===== config.mk =====
export PLATFORM = sky130hd
export DESIGN_NAME = mips_alu
export DESIGN_NICKNAME = d
export VERILOG_FILES = /design/src/rtl/mips_alu.sv
export SDC_FILE = /design/constraint.sdc
export NUM_CORES = 1
export LEC_CHECK = 0
export CAP_MARGIN = 20
export CORE_UTILIZATION = 35
export CTS_CLUSTER_SIZE = 14
export DETAILED_ROUTE_END_ITERATION = 6
export PLACE_DENSITY = 0.56
export SETUP_SLACK_MARGIN = 0.1
export SLEW_MARGIN = 15
export SYNTH_ARGS = -nofsm -noshare
export SYNTH_HDL_FRONTEND = slang
export SYNTH_SLANG_ARGS = --single-unit

===== constraint.sdc =====
create_clock -name clk -period 6.32 [get_ports clk]
set_input_delay 0.948 -clock clk [delete_from_list [all_inputs] [get_ports clk]]
set_output_delay 0.948 -clock clk [all_outputs]
set_load 0.005 [all_outputs]

===== src/rtl/mips_alu.sv =====
// Execute-stage ALU for the 5-stage MIPS32 pipeline: zero-latency result and branch outcome,
// plus sticky pass/done test-completion flags driven by MTC0 pseudo-operations.
module mips_alu #(
  parameter int unsigned DATA_WIDTH = 32
) (
  input  logic                  clk,
  input  logic                  rst_n,
  input  logic                  in_valid,
  input  logic [4:0]            in_alu_ctl,
  input  logic [DATA_WIDTH-1:0] in_op1,
  input  logic [DATA_WIDTH-1:0] in_op2,
  output logic                  out_valid,
  output logic [DATA_WIDTH-1:0] out_result,
  output logic                  out_branch_outcome,
  output logic                  done,
  output logic                  pass
);

  localparam logic [4:0] AluNop      = 5'd0;
  localparam logic [4:0] AluAdd      = 5'd1;
  localparam logic [4:0] AluAddu     = 5'd2;
  localparam logic [4:0] AluSub      = 5'd3;
  localparam logic [4:0] AluSubu     = 5'd4;
  localparam logic [4:0] AluAnd      = 5'd5;
  localparam logic [4:0] AluOr       = 5'd6;
  localparam logic [4:0] AluXor      = 5'd7;
  localparam logic [4:0] AluNor      = 5'd8;
  localparam logic [4:0] AluSlt      = 5'd9;
  localparam logic [4:0] AluSltu     = 5'd10;
  localparam logic [4:0] AluSll      = 5'd11;
  localparam logic [4:0] AluSrl      = 5'd12;
  localparam logic [4:0] AluSra      = 5'd13;
  localparam logic [4:0] AluLui      = 5'd14;
  localparam logic [4:0] AluBa       = 5'd15;
  localparam logic [4:0] AluBeq      = 5'd16;
  localparam logic [4:0] AluBne      = 5'd17;
  localparam logic [4:0] AluBlez     = 5'd18;
  localparam logic [4:0] AluBgtz     = 5'd19;
  localparam logic [4:0] AluBgez     = 5'd20;
  localparam logic [4:0] AluBltz     = 5'd21;
  localparam logic [4:0] AluMtc0Pass = 5'd22;
  localparam logic [4:0] AluMtc0Fail = 5'd23;
  localparam logic [4:0] AluMtc0Done = 5'd24;

  logic [4:0] shamt;
  logic       op1_neg;
  logic       op1_zero;
  logic       done_q, done_d;
  logic       pass_q, pass_d;

  assign shamt    = in_op2[4:0];
  assign op1_neg  = in_op1[DATA_WIDTH-1];
  assign op1_zero = (in_op1 == '0);

  assign out_valid = in_valid;

  always_comb begin
    out_result         = '0;
    out_branch_outcome = 1'b0;
    case (in_alu_ctl)
      AluAdd, AluAddu: out_result = in_op1 + in_op2;
      AluSub, AluSubu: out_result = in_op1 - in_op2;
      AluAnd:          out_result = in_op1 & in_op2;
      AluOr:           out_result = in_op1 | in_op2;
      AluXor:          out_result = in_op1 ^ in_op2;
      AluNor:          out_result = ~(in_op1 | in_op2);
      AluSlt:
        out_result = {{(DATA_WIDTH-1){1'b0}}, ($signed(in_op1) < $signed(in_op2))};
      AluSltu:         out_result = {{(DATA_WIDTH-1){1'b0}}, (in_op1 < in_op2)};
      AluSll:          out_result = in_op1 << shamt;
      AluSrl:          out_result = in_op1 >> shamt;
      AluSra:          out_result = $signed(in_op1) >>> shamt;
      AluLui:          out_result = {in_op2[15:0], 16'h0000};
      AluBa:           out_branch_outcome = 1'b1;
      AluBeq:          out_branch_outcome = (in_op1 == in_op2);
      AluBne:          out_branch_outcome = (in_op1 != in_op2);
      AluBlez:         out_branch_outcome = op1_neg | op1_zero;
      AluBgtz:         out_branch_outcome = ~op1_neg & ~op1_zero;
      AluBgez:         out_branch_outcome = ~op1_neg;
      AluBltz:         out_branch_outcome = op1_neg;
      // NOP, MTC0 pseudo-ops and unused codes all produce zero outputs.
      default: ;
    endcase
  end

  // Flags freeze once done is set, so a later MTC0_FAIL cannot clobber a reported pass.
  always_comb begin
    done_d = done_q;
    pass_d = pass_q;
    if (in_valid && !done_q) begin
      case (in_alu_ctl)
        AluMtc0Pass: pass_d = 1'b1;
        AluMtc0Fail: pass_d = 1'b0;
        AluMtc0Done: done_d = 1'b1;
        default: ;
      endcase
    end
  end

  always_ff @(posedge clk or negedge rst_n) begin
    if (!rst_n) begin
      done_q <= 1'b0;
      pass_q <= 1'b0;
    end else begin
      done_q <= done_d;
      pass_q <= pass_d;
    end
  end

  assign done = done_q;
  assign pass = pass_q;

endmodule


==> metrics.yaml, run 1 <==
finalCriticalPeriod_ns: 6.09
netlist.area_leader.share: 0.131
slew_viol_final: 0
endpoint_kind: "output pin"
place_hpwl_mm: 34.4
drt_pass1_iterations: 6
grt_max_degree: 78
p_int_w: 0.000481
insertion_delay_ns: 0.22
pwr-share-comb: 0.892
die_area_um2: 27000
tns_ns: 0
rows: 59
wl_per_cell_um: 25.0
start_util: 0.355
synthArstFlopShare: 1.00
power_frac_seq: 0.016
ir_drop_mv: 0.257
finalCritPeriodShare: 0.964
hp-class: "reg2reg"
rrSetupSlack_ns: 5.33
leakage_nw: 4.48
synth_cell_types: 78
avgSynthCellArea_um2: 6.74
ios: 108
syn_inst: 1371
syn_area_um2: 9240
yosys-top-cells-area: "ha_1 13%, mux4_2 9.8%, a21oi_1 6.6%"
crit_type: "in2out"
ys_seq_area_frac: 0.00542
drt_wl_total_mm: 44.5
clk_pin_slew_worst_paths_ns: 0.03
routabilityCongestion: 1.03
power_switching_w: 0.000576
grt_pass1_wl_mm: 66.2
drive_above_1_share: 0.108
hold_path.startpoint: "done$_DFFE_PN0P_"
antenna_found_initial: 1
syn-num-nets: 1542
status: "complete, no violations"
cts_buffers: 3
grt_usage: 0.323
cts-root-buf: "clkbuf_16"
vias_per_cell: 6.68
diodes: 0
port_buffers: 107
die_w_um: 164
ant_nets: 0
cts_setup_buffers: 0
cp_data_arrival_time_ns: 5.15
die_h_um: 164
finalPower_w: 0.00106
power.density_nw_per_um2: 96.7
register_area_um2: 50.0
r2r_cells: 3
slowest_delay_ns: 0.51
swShare: 0.545
grt_overflow: 0
worstHoldEndpoint: "done$_DFFE_PN0P_"
synth_seq_cells: 2
clock_sinks: 2
setup_viol: 0
timing.slew.headroom: 0.383
finClkSkew_ns: 0.00189
crit_path_start_kind: "input pin"
worst_path_max_delay_cell: "clkdlybuf4s50_1"
clockPowerShare: 0.092
syn_to_final_growth_pct: 18.3
synth_top_cell_by_area: "ha_1"
synth_edf_count: 0
drc: 0
holdBufCountCts: 0
clock_path_buffers: 2
maxCapViolCount: 0
worst_slew_pin_slew_ns: 0.916
crit_chain: "clkdlybuf4s50_1 > inv_1 > ha_1 > inv_1 > fa_1 > nor2b_1 > o21ai_0 > a21boi_0 > o311a_1 > buf_4 > o41ai_2 > o211a_1 > o221ai_1 > o221ai_1 > a211o_1 > clkdlybuf4s50_1"
n_fill_cell: 2762
cts_tree: "built"
yosys_most_used_dff: "dfrtp_1"
h-tree-depth: 1
grt_pass1_vias: 10800
rsz0062_at_grt: "yes"
max_freq_mhz: 164
multi_input_area_um2: 8350
r2r-start: "done$_DFFE_PN0P_"
finalNetCount: 1615
cp_max_fo: 4
rr_endpoint: "pass$_DFFE_PN0P_"
core_um2: 26000
drtIter0Drc: 1632
worstHoldPathCells: 1
finalHoldViolCount: 0
required_ns: 5.37
yosys_warnings: 0
vias: 11900
-- repair_timing --
| item | 4_1_cts | 5_1_grt |
|---|---|---|
| setup endpoints to repair | 0 | 6 |
| gates resized for setup | 0 | 4 |
| endpoints found under the hold margin | 0 | 0 |
-- how the worst max path moves through the flow --
stage / startpoint / to / slack, ns / cells after the start
after global routing: in_op1[0] / out_result[0] / 0.04 / 16
after CTS: in_op1[0] / out_result[0] / 0.17 / 16
after floorplan: in_op2[2] / out_result[26] / 0.80 / 15
after detailed placement: in_op1[0] / out_result[0] / 0.17 / 16
final: in_op1[0] / out_result[0] / 0.23 / 16
after global placement: in_op1[0] / out_result[0] / 0.25 / 16
-- cells in the final DEF, fill, tap and decap left out, types with 13 or more instances in the layout --
| cell | instances |
|---|---|
| nor2_1 | 161 |
| a222oi_1 | 13 |
| mux2i_1 | 34 |
| nand4_1 | 16 |
| o21ai_0 | 96 |
| a211oi_1 | 29 |
| ha_1 | 97 |
| nand2_1 | 122 |
| inv_1 | 103 |
| a31oi_1 | 15 |
| mux4_2 | 40 |
| nand3_1 | 41 |
| o31ai_1 | 19 |
| nor3_1 | 35 |
| a21oi_1 | 122 |
| buf_4 | 70 |
| a221oi_1 | 23 |
| nor4_1 | 17 |
| o211ai_1 | 22 |
| clkdlybuf4s50_1 | 102 |
-- metal layers --
metal,up-vias,global-route usage,part of all wire
met3,150,0.0532,0.10
met1,5629,0.434,0.40
met5,-,0,0.00027
li1,5334,-,-
met2,750,0.488,0.42
met4,2,0.181,0.067
-- power by group through the flow --
| stage | combinational, W | clock, W | sequential [W] |
|---|---|---|---|
| floorplan | 0.000544 | 0 | 0.0000177 |
| global placement | 0.000907 | 0 | 0.0000174 |
| detailed placement | 0.000908 | 0 | 0.0000175 |
| CTS | 0.000914 | 0.0000995 | 0.0000174 |
| global route | 0.00101 | 0.000100 | 0.0000177 |
| finish | 0.000942 | 0.0000969 | 0.0000173 |
-- metrics by stage --
stage	utilization	hold slack (ns)	instances	worst slack, ns	cell area (µm²)
2_1_floorplan	-	0.473	1371	0.804	9240
4_1_cts	0.420	0.507	1777	0.171	10900
3_5_place_dp	0.417	0.496	1774	0.175	10800
3_3_place_gp	0.417	0.490	1774	0.254	10800
5_1_grt	0.420	0.525	1777	0.0428	10900
6_report	0.420	0.496	1777	0.227	10900
-- worst max-delay path: cells and delay by family --
family	cells	cell delay, ns
AND/OR/NAND/NOR	1	0.16
AO/OA/AOI/OAI	8	2.24
buffers and inverters	5	1.24
adder cells (fa/ha/maj)	2	0.56
-- cells in the mapped netlist (5+ instances only) --
master     instances
buf_1             11
a211oi_1          29
a221o_1            9
and2_1             9
a222oi_1          13
a22oi_1            9
nand4_1           16
ha_1              97
inv_1            103
o211ai_1          22
mux2_2            10
mux4_2            40
o21bai_1           6
nor2b_1           11
buf_4             12
a31oi_1           15
a21boi_0           6
a221oi_1          23
mux2i_1           34
o31ai_1           19
nand2_1          122
o221ai_1           8
nor2_1           161
a21o_1             7
a21oi_1          122
o21ai_0           96
o21a_1            11
o22ai_1           10
buf_2             13
nor4_1            18
and3_1            11
or2_2              7
clkbuf_1          74
a211o_1           11
and4_1             5
o311ai_0           5
nand2b_1          11
nor3_1            37
nand3_1           41
mux4_1             6
o2111ai_1         10
-- sequential cells by signal (all words and copies together) (netlist names) --
name	cells
done	1
pass	1
-- cell families after synthesis --
logic type,after synthesis,share of synthesized area
AOI/OAI and AO/OA,484,0.355
xor gates and xnor gates,8,0.00758
adders and majority gates,99,0.136
buffers and inverters,218,0.0960
DFF,2,0.00542
muxes,90,0.164
and+or+nand+nor,470,0.237
-- area by class of cell --
cell class,count,area share
timing repair buffer,179,0.149
clock buffer,3,0.00687
tap,335,0.0384
sequential,2,0.00458
multi-input combinational,1151,0.765
inverter,107,0.0368
(Power assumes the default switching activity.)
==> inputs of run 2 (changes only) <==
--- a/config.mk
+++ b/config.mk
@@ -9,9 +9,11 @@
 export CORE_UTILIZATION = 35
 export CTS_CLUSTER_SIZE = 14
 export DETAILED_ROUTE_END_ITERATION = 6
+export GPL_ROUTABILITY_DRIVEN = 0
 export PLACE_DENSITY = 0.56
 export SETUP_SLACK_MARGIN = 0.1
 export SLEW_MARGIN = 15
 export SYNTH_ARGS = -nofsm -noshare
 export SYNTH_HDL_FRONTEND = slang
 export SYNTH_SLANG_ARGS = --single-unit
+export TNS_END_PERCENT = 50
==> run 2 against run 1 <==
  * Combinational power down 0.4%
  * The run now ends with DRC left
  * Count of clock-buffer cells in the layout unchanged
  * Fmax is essentially flat
  * First-iteration DRC count grew 1.8%
  * Critical path depth stayed put
==> metrics.yaml, run 2 (synthesis gave the netlist of run 1 again) <==
finalCritPeriodShare: 0.965
endpoint_kind: "output pin"
power_frac_seq: 0.017
port_buffers: 107
power_switching_w: 0.000572
setup_viol: 0
finalNetCount: 1616
ctsResizeCount: 0
finClkSkew_ns: 0.00280
vias_per_cell: 6.67
max_freq_mhz: 164
rows: 59
met3_length_mm: 4.71
drt_wl_total_mm: 44.0
crit_path_start_kind: "input pin"
top_layer: "met4"
hp-class: "reg2reg"
finalHoldViolCount: 0
insertion_delay_ns: 0.22
finalCriticalPeriod_ns: 6.10
swShare: 0.544
place_hpwl_mm: 34.3
cts_tree: "built"
diodes: 0
grt_pass1_wl_mm: 66.7
finalPower_w: 0.00105
vias: 11900
timing.slew.headroom: 0.487
tns_ns: 0
violations: "DRC"
die_w_um: 164
holdBufCountCts: 0
pwr-share-comb: 0.893
die_area_um2: 27000
cts_buffers: 3
drt_pass1_iterations: 7
clockPowerShare: 0.091
maxCapViolCount: 0
power.density_nw_per_um2: 96.3
ant_nets: 0
drtIter0Drc: 1662
post-place-ws_ns: 0.215
m1WireLength_mm: 17.7
slew_viol_final: 0
status: "finished with violations"
syn_to_final_growth_pct: 18.2
rsz0062_at_grt: "yes"
die_h_um: 164
holdWs_ns: 0.503
clock_sinks: 2
final_common_cell: "nor2_1"
h-tree-depth: 1
start_util: 0.355
crit_type: "in2out"
cp_max_fo: 3
final_cell_mix: "161 x nor2_1, 122 x nand2_1, 122 x a21oi_1"
drive_above_1_share: 0.108
grt_pass1_vias: 11000
leakage_nw: 4.48
cts-root-buf: "clkbuf_16"
clk_pin_slew_worst_paths_ns: 0.03
met2_length_mm: 18.8
worst_slew_pin_slew_ns: 0.762
p_int_w: 0.000479
fin_ws_ns: 0.223
grt_max_degree: 78
ir_drop_mv: 0.213
ios: 108
wl_per_cell_um: 24.8
grt_overflow: 0
required_ns: 5.37
core_um2: 26000
grt_usage: 0.323
drc: 4
cts_setup_buffers: 0
clock_path_buffers: 2
antenna_found_initial: 0
cp_data_arrival_time_ns: 5.15
## run 2: changes by cell type in the layout (fill, tap and decap cells not counted)
cell      delta
a21boi_2     -1
buf_4        +2
buf_12       -1
a21boi_0     +1
## run 2: stage by stage
step                std cells   util  instance area [µm²]
finish                   1778  0.420                10900
global route             1778  0.420                10900
CTS                      1778  0.419                10900
detailed placement       1775  0.417                10800
global placement         1775  0.417                10800
floorplan                1371      -                 9240
## run 2: worst paths after layout
path,endpoint,startpoint,slack (ns),cells after the start
hold reg to reg,done$_DFFE_PN0P_,done$_DFFE_PN0P_,0.50,1
max in group asynchronous,pass$_DFFE_PN0P_,rst_n,5.31,1
setup / recovery,out_result[30],in_op1[0],0.22,16
setup reg to reg,pass$_DFFE_PN0P_,done$_DFFE_PN0P_,5.35,3
hold / removal,done$_DFFE_PN0P_,done$_DFFE_PN0P_,0.50,1
min in group asynchronous,done$_DFFE_PN0P_,rst_n,0.89,1
## run 2: cell type report
cell class	count	area, µm²
Clock buffer	3	75.1
Fill cell	2805	15100
Timing Repair Buffer	180	1620
Inverter	107	402
Multi-Input combinational cell	1151	8350
Sequential cell	2	50.0
Tap cell	335	419
## run 2: critical path, stage by stage
cell,delay (ns)
clkdlybuf4s50_1,0.43
inv_1,0.09
ha_1,0.16
inv_1,0.05
fa_1,0.40
nor2b_1,0.16
o21ai_0,0.24
a21boi_0,0.21
o311a_1,0.39
o21ai_0,0.26
buf_4,0.17
o21ai_0,0.16
a21boi_0,0.32
mux2_2,0.37
o211ai_1,0.23
clkdlybuf4s50_1,0.56
## run 2: power groups by stage
stage	logic (W)	clock network [W]	registers [W]
after floorplan	0.000544	0	0.0000177
after global placement	0.000903	0	0.0000174
after detailed placement	0.000905	0	0.0000174
after CTS	0.000911	0.0000977	0.0000175
after global routing	0.00100	0.0000995	0.0000179
final	0.000938	0.0000955	0.0000174
## run 2: per-layer routing
| metal | up-vias | global-route usage |
|---|---|---|
| met5 | - | 0 |
| met4 | 0 | 0.180 |
| met3 | 136 | 0.0568 |
| met2 | 796 | 0.493 |
| met1 | 5582 | 0.427 |
| li1 | 5344 | - |
